==> src/rtl/rgb_pkg.sv <==
// Shared definitions for the RGB colour sequencer.
//   - LED bit indices on rgb_led / colour masks
//   - sequencer state encoding
//   - step table entry layout (colour / duty / dwell)
package rgb_pkg;

  localparam int unsigned RGB_RED   = 2;
  localparam int unsigned RGB_GREEN = 1;
  localparam int unsigned RGB_BLUE  = 0;

  localparam int unsigned COLOR_W = 3;
  localparam int unsigned DUTY_W  = 8;
  localparam int unsigned DWELL_W = 16;

  typedef enum logic {
    SEQ_IDLE = 1'b0,
    SEQ_RUN  = 1'b1
  } seq_state_t;

  // One 27-bit table entry.
  typedef struct packed {
    logic [COLOR_W-1:0] color;
    logic [DUTY_W-1:0]  duty;
    logic [DWELL_W-1:0] dwell;
  } step_entry_t;

endpackage

==> src/rtl/rgb_tick_gen.sv <==
// Modulo-N prescaler producing a one-cycle tick.
//   clk  : clock
//   rst  : synchronous active-high reset
//   clr  : synchronous restart of the count at 0
//   en   : count enable
//   tick : high during the enabled cycle that completes N counts
module rgb_tick_gen #(
  parameter int unsigned N = 4
) (
  input  logic clk,
  input  logic rst,
  input  logic clr,
  input  logic en,
  output logic tick
);

  localparam int unsigned CW = (N > 1) ? $clog2(N) : 1;
  localparam logic [CW-1:0] LAST = CW'(N - 1);

  logic [CW-1:0] cnt;

  always_ff @(posedge clk) begin
    if (rst || clr) begin
      cnt <= '0;
    end else if (en) begin
      cnt <= (cnt == LAST) ? '0 : cnt + CW'(1);
    end
  end

  assign tick = en && (cnt == LAST);

endmodule

==> src/rtl/rgb_sequencer.sv <==
// Programmable 4-step colour sequencer driving the board RGB LED with PWM.
//   clk, rst           : clock, synchronous active-high reset
//   cfg_we/addr/...    : step table write port (colour, duty, dwell in ticks)
//   num_steps          : last active entry, latched when start is accepted
//   start, stop        : sequence control pulses (stop has priority)
//   busy               : sequencer running
//   step_idx           : entry currently playing
//   wrap               : one-cycle pulse when the sequence returns to entry 0
//   rgb_led            : registered LED drive {red, green, blue}
module rgb_sequencer #(
  parameter int unsigned TICK_CYCLES = 100000,
  parameter int unsigned PWM_DIV     = 4
) (
  input  logic        clk,
  input  logic        rst,
  input  logic        cfg_we,
  input  logic [1:0]  cfg_addr,
  input  logic [2:0]  cfg_color,
  input  logic [7:0]  cfg_duty,
  input  logic [15:0] cfg_dwell,
  input  logic [1:0]  num_steps,
  input  logic        start,
  input  logic        stop,
  output logic        busy,
  output logic [1:0]  step_idx,
  output logic        wrap,
  output logic [2:0]  rgb_led
);

  import rgb_pkg::*;

  seq_state_t  state, state_next;
  step_entry_t tbl [4];
  step_entry_t cur;
  logic [1:0]  last_idx;
  logic [1:0]  next_idx;
  logic [15:0] tick_cnt;
  logic [15:0] dwell_m1;
  logic [7:0]  pwm_cnt;
  logic        dwell_tick, pwm_tick;
  logic        load_first, step_end, cnt_clr, run;

  assign run      = (state == SEQ_RUN);
  assign busy     = run;
  assign cnt_clr  = load_first || step_end;
  // Dwell 0 behaves as 1 tick.
  assign dwell_m1 = (cur.dwell == '0) ? '0 : cur.dwell - 16'd1;
  assign next_idx = (step_idx == last_idx) ? 2'd0 : step_idx + 2'd1;

  rgb_tick_gen #(.N(TICK_CYCLES)) u_dwell_tick (
    .clk  (clk),
    .rst  (rst),
    .clr  (cnt_clr),
    .en   (run),
    .tick (dwell_tick)
  );

  rgb_tick_gen #(.N(PWM_DIV)) u_pwm_tick (
    .clk  (clk),
    .rst  (rst),
    .clr  (cnt_clr),
    .en   (run),
    .tick (pwm_tick)
  );

  always_ff @(posedge clk) begin
    if (rst) state <= SEQ_IDLE;
    else     state <= state_next;
  end

  always_comb begin
    state_next = state;
    load_first = 1'b0;
    step_end   = 1'b0;
    case (state)
      SEQ_IDLE: begin
        if (start && !stop) begin
          state_next = SEQ_RUN;
          load_first = 1'b1;
        end
      end
      SEQ_RUN: begin
        if (stop) state_next = SEQ_IDLE;
        else      step_end   = dwell_tick && (tick_cnt == dwell_m1);
      end
      default: state_next = SEQ_IDLE;
    endcase
  end

  // Step loads read tbl before this edge's write lands (read-before-write).
  always_ff @(posedge clk) begin
    if (rst) begin
      for (int unsigned i = 0; i < 4; i++) tbl[i] <= '0;
      cur      <= '0;
      last_idx <= '0;
      step_idx <= '0;
      wrap     <= 1'b0;
      tick_cnt <= '0;
      pwm_cnt  <= '0;
      rgb_led  <= '0;
    end else begin
      if (cfg_we) tbl[cfg_addr] <= '{color: cfg_color, duty: cfg_duty, dwell: cfg_dwell};

      wrap    <= 1'b0;
      rgb_led <= (run && !stop) ? (cur.color & {3{pwm_cnt < cur.duty}}) : '0;

      if (load_first) begin
        last_idx <= num_steps;
        cur      <= tbl[0];
        step_idx <= '0;
        tick_cnt <= '0;
        pwm_cnt  <= '0;
      end else if (run && stop) begin
        step_idx <= '0;
      end else if (step_end) begin
        cur      <= tbl[next_idx];
        step_idx <= next_idx;
        wrap     <= (step_idx == last_idx);
        tick_cnt <= '0;
        pwm_cnt  <= '0;
      end else if (run) begin
        if (dwell_tick) tick_cnt <= tick_cnt + 16'd1;
        if (pwm_tick)   pwm_cnt  <= pwm_cnt + 8'd1;
      end
    end
  end

endmodule
==> config.mk <==
export PLATFORM = sky130hd
export DESIGN_NAME = rgb_sequencer
export DESIGN_NICKNAME = d
export VERILOG_FILES = /design/src/rtl/rgb_pkg.sv /design/src/rtl/rgb_tick_gen.sv /design/src/rtl/rgb_sequencer.sv
export SDC_FILE = /design/constraint.sdc
export NUM_CORES = 1
export LEC_CHECK = 0
export ABC_CLOCK_PERIOD_IN_PS = 3400
export CORE_MARGIN = 4
export CORE_UTILIZATION = 40
export DETAILED_ROUTE_END_ITERATION = 12
export PLACE_DENSITY_LB_ADDON = 0.08
export REMOVE_ABC_BUFFERS = 1
export SYNTH_ARGS = -nofsm -noshare
export SYNTH_HDL_FRONTEND = slang
export SYNTH_SLANG_ARGS = --single-unit
==> constraint.sdc <==
create_clock -name clk -period 3.4 [get_ports clk]
set_input_delay 0.68 -clock clk [delete_from_list [all_inputs] [get_ports clk]]
set_output_delay 0.68 -clock clk [all_outputs]
set_load 0.02 [all_outputs]
==> impl_results.md, run 1 <==
- Final setup margin: 0.1565 ns
- Fillers: 2,254
- Crit path from: cur[0]
- Die area: 26,210 sq um
- Pint: 3.856 mW
- Dpl cell area: 10,420 sq um
- Nets: 1,019
- Mean post-synth cell area: 10.19 sq um
- CP max-delay cell: or3b_1
- Commonest non-fill, non-tap cell in the layout: and2_1
- Leakage: 3.978 nW
- Design Area, Final: 11,080 sq um
- Worst vdd ir: 0.2865 mV
- Min-delay src: cur[25]
- Mux contribution to synthesized area: 3.936%
- # diodes: 0
- Post-Route Skew: 0.02413 ns
- Adder-Cell Fraction of Synth Area: 1.585%
- Post-synth cell types: 66
- Period utilization: 95.40%
- Post-CTS Hold Fix Bufs: 0
- GRT Util Overall: 17.93%
- Worst Setup End Kind: flop
- Pwr Density: 488.3 nW/um^2
- Ports: 43
- Post-Synth XOR/XNOR Area: 5.018%
- Setup Fix Bufs, Post-CTS: 0
- DR vias/cell: 5.242
- DRT iter0 DRCs: 382
- Most used DFF post-synth: edfxtp_1
- Clk buf depth: 2
- Hold Vio Cnt, Final: 0
- Number of core rows: 56
- Worst R2R End: cur[24]
- Critical Path Fanout Max: 21
- Layout cells sized above 1: 12.20%
- Worst reg2reg startpoint: cur[0]
- Crit path DAT: 3.58 ns
- Crit path buf inv count: 2
- Post-route ant nets: 0
- R2R depth: 11
- Status: finished, final reports clean
- Largest family of logic cells by synthesized area: simple AND/OR/NAND/NOR gates
- Post-synthesis sequential area ratio: 50.92%
- Detailed Route WL: 23,000 um
- Vias in the first global route: 6,806
- Switching power: 1.553 mW
- CP top delay family: simple AND/OR/NAND/NOR gates
- R2r setup slk: 0.16 ns
- Drt wl/cell: 17.65 um
- Yosys warnings: 0
- Setup violations, final: 0
- Port bufs: 42
- H-tree depth: 4
- Worst endpoint required time: 3.74 ns
- Core footprint: 23,400 sq um
- Min Tclk post-route: 3.244 ns
- DIE HEIGHT: 161.9 um
- Max Slew Vio Count: 0
- Grt total ovfl: 0
- Dpl ws: 0.1507 ns
- Max cap viols: 0
- Post-Syn Area: 9474 sq um
- DRC: 0
- Sequential share of power: 47.4%
- Critical path cell sequence: inv_1 -> ha_1 -> or3b_1 -> o31ai_1 -> nand2_1 -> and4_1 -> o32a_1 -> and3_1 -> a21oi_2 -> buf_12 -> mux2_1
- Compound-cell area share of the yosys netlist: 11.29%
- Combinational power share: 13.2%
- Max Fclk: 0.3083 GHz
- Initial core utilization: 40.48%
- Highest cell delay on the worst timing path: 0.49 ns
- Clock latency on the worst-skew pair: 0.45 ns
- Final HPWL DP: 14,950 um
- Hold path endpoint: rgb_led[1]
- Initial antenna violation count: 0
- Synth Area in Simple Gates: 23.64%
- DR pass1 iterations: 5
- Sink Count: 187
- First-pass GRT wire length: 37,300 um
- CTS tree: yes
- Die width: 161.9 um
- Area Growth Syn to Fin: 16.93%
- Largest net degree at the start of global routing: 32
- Clock power frac: 39.5%
- Cells after Synth: 930
- Post-synth ARST share: 0%
- Most frequent cells in the layout: and2_1 (111), edfxtp_1 (108), nor2_1 (88)
- Yosys reg bits: 187
- Hold Path Stages: 2
- Final Wtd Congestion: 0.7976
- Crit start category: flop
- CTS root buf: clkbuf_16
- Num CTS Buffers: 17
- Via count: 6,830
- Slew margin rel.: 32.66%
- Worst Hold Class: flop to flop
- Clock transition at path regs: 0.08 ns
- Number of synthesized flops with an enable pin: 108
- Switching Fraction: 28.71%
- Least-Margin Pin Slew: 1.009 ns
- Worst Setup Path Type: flop to flop
==> flip-flops by register name, summed over array words and instances (netlist names) <==
name and cells:
busy 1, cur 27, last_idx 2, pwm_cnt 8, rgb_led 3, step_idx 2, tbl 108, tick_cnt 16
u_dwell_tick.cnt 17, u_pwm_tick.cnt 2, wrap 1
==> power groups by stage <==
stage	Clock [mW]	Combinational, mW	Sequential [mW]
2_1_floorplan	0	0.426	2.61
3_3_place_gp	0	0.712	2.61
3_5_place_dp	0	0.713	2.61
4_1_cts	2.19	0.716	2.56
5_1_grt	2.27	0.786	2.57
6_report	2.13	0.713	2.56
==> cells by family (layout without fill, tap and decap cells) <==
family,Yosys count,after routing
and+or+nand+nor,410,410
DFF,187,187
buffers and inverters,83,137
AOI/OAI and AO/OA,163,163
xor gates and xnor gates,48,48
muxes,27,27
adders and majority gates,12,12
==> per-layer routing <==
metal  vias up  routed length (um)  GRT usage [%]
li1       3459                   -              -
met1      3262               11310          25.44
met2        98               10750          29.00
met3        11                 786          3.552
met4         0                 148          3.230
met5         -                   0              0
==> cells in the mapped netlist (all sizes together), types with 3 or more instances <==
cell	n	area, sq um
a2111oi	4	47.55
a211oi	7	52.55
a21o	7	52.55
a21oi	40	204.0
a31oi	7	43.79
a32oi	7	61.31
and2	111	694.4
and3	12	75.07
and4	4	35.03
buf	19	101.4
clkbuf	43	161.4
dfxtp	79	1582
edfxtp	108	3243
ha	12	150.1
inv	21	78.83
mux2	22	322.8
mux2i	5	50.05
nand2	45	168.9
nand2b	3	18.77
nand3	22	110.1
nand4	19	118.9
nor2	91	341.6
nor2b	17	106.4
nor3	39	216.5
nor3b	5	42.54
nor4	16	106.4
nor4b	6	58.80
o211ai	7	52.55
o21ai	13	65.06
o22ai	50	312.8
o31ai	5	37.54
or3	9	56.30
or4	5	41.29
xnor2	20	175.2
xnor3	4	90.09
xor2	24	210.2
==> what timing repair did <==
item | in CTS | in global routing
endpoints found under the setup margin | 0 | 71
gates resized for setup | 0 | 3
endpoints found under the hold margin | 0 | 0
==> layout make-up <==
class                      instances  area (sq um)  area share [%]
clock buffer                      17         425.4           3.840
clock inverter                    15         212.7           1.920
inverter                          21         78.83          0.7115
multi-input combinational        660          4357           39.33
sequential                       187          4825           43.55
tap                              319         399.1           3.603
timing repair buffer              84         780.7           7.048
==> stage by stage <==
step	hold slack, ns	cells	power (mW)	setup TNS [ns]	utilization (%)
finish	0.4486	1303	5.410	0	47.34
global route	0.4730	1303	5.629	-0.009248	47.34
CTS	0.4559	1303	5.464	0	47.26
detailed placement	0.4374	1271	3.326	0	44.54
global placement	0.4500	1271	3.323	0	44.54
floorplan	0.4175	868	3.034	-49.05	-
==> worst min-delay path: cells and delay by family, from the launching register on <==
kind / cells / cell delay [ns]
compound gates: 1 / 0.04
buf+inv: 1 / 0.06
flops: 1 / 0.31
==> worst max-delay path by stage <==
| stage | end | slack (ns) | depth (start not counted) |
|---|---|---|---|
| final | cur[24] | 0.16 | 11 |
| after global routing | cur[12] | -0.009 | 12 |
| after CTS | cur[24] | 0.15 | 11 |
| after detailed placement | cur[24] | 0.15 | 11 |
| after global placement | cur[24] | 0.19 | 11 |
| after floorplan | wrap | -0.91 | 10 |
Power figures use the tool's default switching activity.
==> run 2: changes to the inputs <==
PLACE_DENSITY_LB_ADDON = 0.12   (was 0.08)
==> impl_results.md, run 2 (synthesis results as in run 1) <==
- Critical path cell sequence: inv_1 -> ha_1 -> or3b_1 -> nor3_2 -> nor4_1 -> or3_1 -> a2111oi_2 -> and3_1 -> a21oi_2 -> buf_4 -> mux2_1
- DRC: 0 (unchanged)
- Design Area, Final: 10,990 sq um (-0.77%)
- Initial core utilization: 40.48% (unchanged)
- Port bufs: 42 (unchanged)
- Clock power frac: 37.9% (-1.6 points)
- Largest reg by FF count: tbl
- Final Wtd Congestion: 0.8100 (+1.6%)
- Max Fclk: 0.3097 GHz (+0.46%)
- Largest net degree at the start of global routing: 44 (+38%)
- Vias in the first global route: 6,911 (+1.5%)
- Die area: 26,210 sq um (unchanged)
- Leakage: 3.948 nW (-0.77%)
- R2R depth: 11 (unchanged)
- H-tree depth: 4 (unchanged)
- Min Tclk post-route: 3.229 ns (-0.01492 ns)
- CP top delay family: simple AND/OR/NAND/NOR gates
- Post-Route Skew: 0.01217 ns (-0.01196 ns)
- Clock transition at path regs: 0.07 ns (about the same)
- Crit path buf inv count: 2 (unchanged)
- Unrepaired setup endpoints after global routing: no
- Pwr Total: 5.268 mW (-2.6%)
- Area Growth Syn to Fin: 16.03%
- DIE HEIGHT: 161.9 um (unchanged)
- Least-Margin Pin Slew: 1.003 ns (-0.005995 ns)
- Sink Count: 187 (unchanged)
- Max reg flops: 108 (unchanged)
- Slew margin rel.: 33.13% (+0.47 points)
- Final HPWL DP: 14,830 um (-0.82%)
- Core footprint: 23,400 sq um (unchanged)
- # diodes: 0 (unchanged)
- Setup violations, final: 0 (unchanged)
- Min-delay src: cur[24]
- Met2 Resource Use GR: 28.35% (-0.65 points)
- Fin cells: 1,304 (+0.077%)
- Top flop regs: tbl x108, cur x27, u_dwell_tick.cnt x17
- Crit start category: flop
- First-pass GRT wire length: 36,740 um (-1.5%)
- Switching Fraction: 26.62% (-2.1 points)
- Grt met3 use: 3.223% (-0.33 points)
- Grt total ovfl: 0 (unchanged)
- Dpl ws: 0.1485 ns (-0.002189 ns)
- Post-route ant nets: 0 (unchanged)
- Period utilization: 94.96% (-0.44 points)
- Switching power: 1.402 mW (-9.7%)
- Num CTS Buffers: 17 (unchanged)
- CP max-delay cell: or3b_1
- Clk buf depth: 2 (unchanged)
- Placed cell count: 1,272 (+0.079%)
- Commonest non-fill, non-tap cell in the layout: and2_1
- Drt wl/cell: 17.36 um (-1.6%)
- Ports: 43 (unchanged)
- Worst Setup End Kind: flop
- Crit path DAT: 3.54 ns (-0.04 ns)
- Initial antenna violation count: 0 (unchanged)
- Die width: 161.9 um (unchanged)
- Worst Setup Path Type: flop to flop
- Hold Path Stages: 2 (unchanged)
- Status: finished, final reports clean
- Max cap viols: 0 (unchanged)
- Clock latency on the worst-skew pair: 0.43 ns (-0.02 ns)
- DRT iter0 DRCs: 438 (+15%)
- Worst vdd ir: 0.3112 mV (+8.6%)
- CTS tree: yes
- Pint: 3.866 mW (+0.24%)
- Critical Path Fanout Max: 11 (-48%)
- R2r setup slk: 0.17 ns (about the same)
- Worst endpoint required time: 3.71 ns (-0.03 ns)
- Pwr Density: 479.2 nW/um^2 (-1.9%)
- DR pass1 iterations: 5 (unchanged)
- Max Slew Vio Count: 0 (unchanged)
- Number of core rows: 56 (unchanged)
- Via count: 6,883 (+0.78%)
- Nets: 1,020 (+0.098%)
- Combinational power share: 13.4% (+0.2 points)
- Hold Vio Cnt, Final: 0 (unchanged)
- Worst reg2reg startpoint: cur[0]
- Worst R2R End: cur[24]
- Hold path endpoint: rgb_led[0]
- Met1 Usage GRT: 25.08% (-0.36 points)
- Worst Hold Class: flop to flop
- Sequential share of power: 48.7% (+1.3 points)
- CTS root buf: clkbuf_16
- Layout cells sized above 1: 12.18% (-0.012 points)
- GRT Util Overall: 17.53% (-0.40 points)
- Most crowded layer after global routing: met2
- Final setup margin: 0.1714 ns (+0.01492 ns)
- Dpl cell area: 10,390 sq um (-0.34%)
- Most frequent cells in the layout: and2_1 (111), edfxtp_1 (108), nor2_1 (88)
- DR vias/cell: 5.278 (+0.70%)
- Highest cell delay on the worst timing path: 0.50 ns (about the same)
- Detailed Route WL: 22,640 um (-1.5%)
[run 2: cell count changes in the layout (fill, tap and decap cells not counted), moves of 2 or more]
cell | previous run | this run
nor2_4 | 2 | 0
inv_6 | 1 | 5
inv_12 | 6 | 0
clkinv_8 | 4 | 2
buf_12 | 4 | 1
clkbuf_1 | 0 | 2
nor2_2 | 1 | 3
buf_4 | 38 | 42
[run 2: layout make-up]
class                           count  area (sq um)
Fill cell                        2307         12410
Multi-Input combinational cell    660          4358
Sequential cell                   187          4825
Inverter                           21         78.83
Tap cell                          319         399.1
Clock inverter                     13         148.9
Clock buffer                       19         432.9
Timing Repair Buffer               85         750.7
[run 2: worst reg2reg max path, stage by stage (launching register included)]
cell       delay, ns
dfxtp_1         0.36
inv_1           0.13
ha_1            0.19
or3b_1          0.50
nor3_2          0.28
nor4_1          0.08
or3_1           0.39
a2111oi_2       0.34
and3_1          0.25
a21oi_2         0.07
buf_4           0.22
mux2_1          0.33
[run 2: timing repair]
item | CTS | global route
setup buffers | 0 | 0
gates resized for setup | 0 | 5
setup endpoints to repair | 0 | 63
hold buffers | 0 | 0
[run 2: worst max path at each step]
stage	startpoint	endpoint	slack, ns	depth (start not counted)
finish	cur[0]	cur[24]	0.17	11
global route	cur[0]	cur[24]	0.01	12
CTS	cur[0]	cur[24]	0.14	11
detailed placement	cur[0]	cur[24]	0.15	11
global placement	cur[0]	cur[24]	0.17	11
floorplan	cur[0]	wrap	-0.91	10
[run 2: power by group through the flow]
stage,registers (mW),logic [mW],clock network (mW)
finish,2.56,0.708,2.00
global route,2.58,0.785,2.13
CTS,2.56,0.708,2.04
detailed placement,2.61,0.705,0
global placement,2.61,0.701,0
floorplan,2.61,0.426,0
[run 2: metrics by stage]
step / hold slack (ns) / utilization (%) / setup TNS [ns]
6_report: 0.4576 / 46.97 / 0
4_1_cts: 0.4537 / 46.87 / 0
3_3_place_gp: 0.4449 / 44.39 / 0
2_1_floorplan: 0.4175 / - / -49.05
5_1_grt: 0.4798 / 46.97 / 0
3_5_place_dp: 0.4465 / 44.39 / 0
[run 2: layer usage]
layer | vias up | part of all wire, %
met5 | - | 0
met4 | 0 | 0.58
met3 | 8 | 3.4
met2 | 99 | 47
met1 | 3307 | 49
li1 | 3469 | -
==> run 3: changes to the inputs <==
==> constraint.sdc (replaced) <==
create_clock -name clk -period 3.4 [get_ports clk]
set_input_delay 0.68 -clock clk [delete_from_list [all_inputs] [get_ports clk]]
set_output_delay 0.68 -clock clk [all_outputs]
set_load 0.1 [all_outputs]
==> impl_results.md, run 3 (synthesis results as in run 1) <==
- Unrepaired setup endpoints after global routing: no
- Slew margin rel.: 31.62% (-1.5 points)
- Clk buf depth: 2 (unchanged)
- CTS root buf: clkbuf_16
- Sequential share of power: 47.4% (-1.3 points)
- Period utilization: 94.74% (-0.22 points)
- Switching Fraction: 27.58% (+0.96 points)
- DR pass1 iterations: 5 (unchanged)
- Post-Route Skew: 0.01582 ns (+0.003648 ns)
- Min-delay src: cur[24]
- Register Area: 4825 sq um (unchanged)
- Commonest non-fill, non-tap cell in the layout: and2_1
- DR vias/cell: 5.288 (+0.18%)
- Total negative slack: 0 ns (unchanged)
- DRC: 0 (unchanged)
- Leakage: 3.999 nW (+1.3%)
- Max Slew Vio Count: 0 (unchanged)
- Area Growth Syn to Fin: 17.01%
- R2r setup slk: 0.18 ns (about the same)
- Clock transition at path regs: 0.07 ns (about the same)
- Initial antenna violation count: 0 (unchanged)
- Top flop regs: tbl x108, cur x27, u_dwell_tick.cnt x17
- GRT Util Overall: 17.78% (+0.25 points)
- Die area: 26,210 sq um (unchanged)
- Crit start category: flop
- # diodes: 0 (unchanged)
- Nets: 1,023 (+0.29%)
- Fillers: 2,283 (-1.0%)
- Largest net degree at the start of global routing: 48 (+9.1%)
- Ports: 43 (unchanged)
- DIE HEIGHT: 161.9 um (unchanged)
- Grt total ovfl: 0 (unchanged)
- Hold Path Stages: 2 (unchanged)
- Worst endpoint required time: 3.71 ns (about the same)
- Worst Setup End Kind: flop
- Pint: 3.909 mW (+1.1%)
- Worst vdd ir: 0.2966 mV (-4.7%)
- Final HPWL DP: 15,040 um (+1.4%)
- Switching power: 1.489 mW (+6.2%)
- Final Wtd Congestion: 0.8298 (+2.4%)
- Crit path from: cur[0]
- Multi-input logic area: 4358 sq um (unchanged)
- CTS tree: yes
- Combinational power share: 13.4% (about the same)
- Die width: 161.9 um (unchanged)
- Port bufs: 42 (unchanged)
- Drt wl/cell: 17.48 um (+0.66%)
- Setup violations, final: 0 (unchanged)
- Clock latency on the worst-skew pair: 0.44 ns (about the same)
- Num CTS Buffers: 17 (unchanged)
- Hold Vio Cnt, Final: 0 (unchanged)
- Sink Count: 187 (unchanged)
- Max cap viols: 0 (unchanged)
- Worst R2R End: wrap
- Worst Hold Class: flop to flop
- Dpl ws: 0.06802 ns (-0.08049 ns)
- Number of core rows: 56 (unchanged)
- Largest reg by FF count: tbl
- Critical Path Fanout Max: 7 (-4)
- Min Tclk post-route: 3.221 ns (-0.007577 ns)
- Max Fclk: 0.3105 GHz (+0.24%)
- Initial core utilization: 40.48% (unchanged)
- Worst reg2reg startpoint: cur[0]
- H-tree depth: 4 (unchanged)
- Max reg flops: 108 (unchanged)
- Pwr Density: 486.9 nW/um^2 (+1.6%)
- R2R depth: 7 (-4)
- Core footprint: 23,400 sq um (unchanged)
- First-pass GRT wire length: 37,230 um (+1.3%)
- Worst Setup Path Type: flop to flop
- Final setup margin: 0.1790 ns (+0.007577 ns)
- Least-Margin Pin Slew: 1.026 ns (+0.02266 ns)
- Most frequent cells in the layout: and2_1 (111), edfxtp_1 (108), nor2_1 (88)
- Crit path DAT: 3.53 ns (about the same)
- Detailed Route WL: 22,840 um (+0.89%)
- Hold path endpoint: rgb_led[0]
- Via count: 6,911 (+0.41%)
- DRT iter0 DRCs: 346 (-21%)
- Layout cells sized above 1: 13.16% (+0.98 points)
- Clock power frac: 39.1% (+1.2 points)
- Status: finished, final reports clean
- Post-route ant nets: 0 (unchanged)
- Vias in the first global route: 6,877 (-0.49%)
-- run 3: what timing repair did --
item | 4_1_cts | 5_1_grt
resized for setup | 0 | 5
hold buffers | 0 | 0
setup endpoints to repair | 0 | 61
setup buffers | 0 | 1
-- run 3: how the worst max path moves through the flow --
| stage | to | slack [ns] | cells after the start |
|---|---|---|---|
| 6_report | wrap | 0.18 | 7 |
| 5_1_grt | cur[24] | 0.01 | 9 |
| 4_1_cts | cur[24] | 0.06 | 11 |
| 3_5_place_dp | cur[24] | 0.07 | 11 |
| 3_3_place_gp | cur[24] | 0.13 | 11 |
| 2_1_floorplan | cur[12] | -1.03 | 6 |
-- run 3: power groups by stage --
stage | Clock (mW) | Combinational (mW) | Sequential (mW)
4_1_cts | 2.16 | 0.718 | 2.56
6_report | 2.11 | 0.726 | 2.56
3_5_place_dp | 0 | 0.715 | 2.61
3_3_place_gp | 0 | 0.710 | 2.61
2_1_floorplan | 0 | 0.427 | 2.61
5_1_grt | 2.24 | 0.801 | 2.57
-- run 3: stage by stage --
stage | hold WS (ns) | power [mW] | util, % | std cells | instance area, sq um
floorplan | 0.4175 | 3.038 | - | 868 | 9211
global placement | 0.4501 | 3.318 | 44.53 | 1274 | 10420
detailed placement | 0.4432 | 3.327 | 44.53 | 1274 | 10420
CTS | 0.4603 | 5.441 | 47.24 | 1306 | 11050
global route | 0.4785 | 5.614 | 47.37 | 1307 | 11090
finish | 0.4564 | 5.398 | 47.37 | 1307 | 11090
-- run 3: area by class of cell --
| type | count | area share (%) |
|---|---|---|
| timing repair buffer | 88 | 7.133 |
| sequential | 187 | 43.52 |
| clock buffer | 17 | 3.837 |
| clock inverter | 15 | 1.885 |
| inverter | 21 | 0.7111 |
| multi-input combinational | 660 | 39.31 |
| tap | 319 | 3.600 |
-- run 3: worst max-delay path, cell delays in order (launching register included) --
cell       delay [ns]
dfxtp_1          0.36
or4_1            0.65
or4_4            0.53
a2111oi_2        0.44
nor3_2           0.12
or3_1            0.42
nor2_2           0.23
nor4b_2          0.34
-- run 3: routing by layer --
layer | share of wire, % | vias to the layer above | global-route usage, %
met5 | 0 | - | 0
met4 | 1.1 | 0 | 4.383
met3 | 3.4 | 15 | 2.740
met2 | 46 | 111 | 28.67
met1 | 49 | 3315 | 25.30
li1 | - | 3470 | -
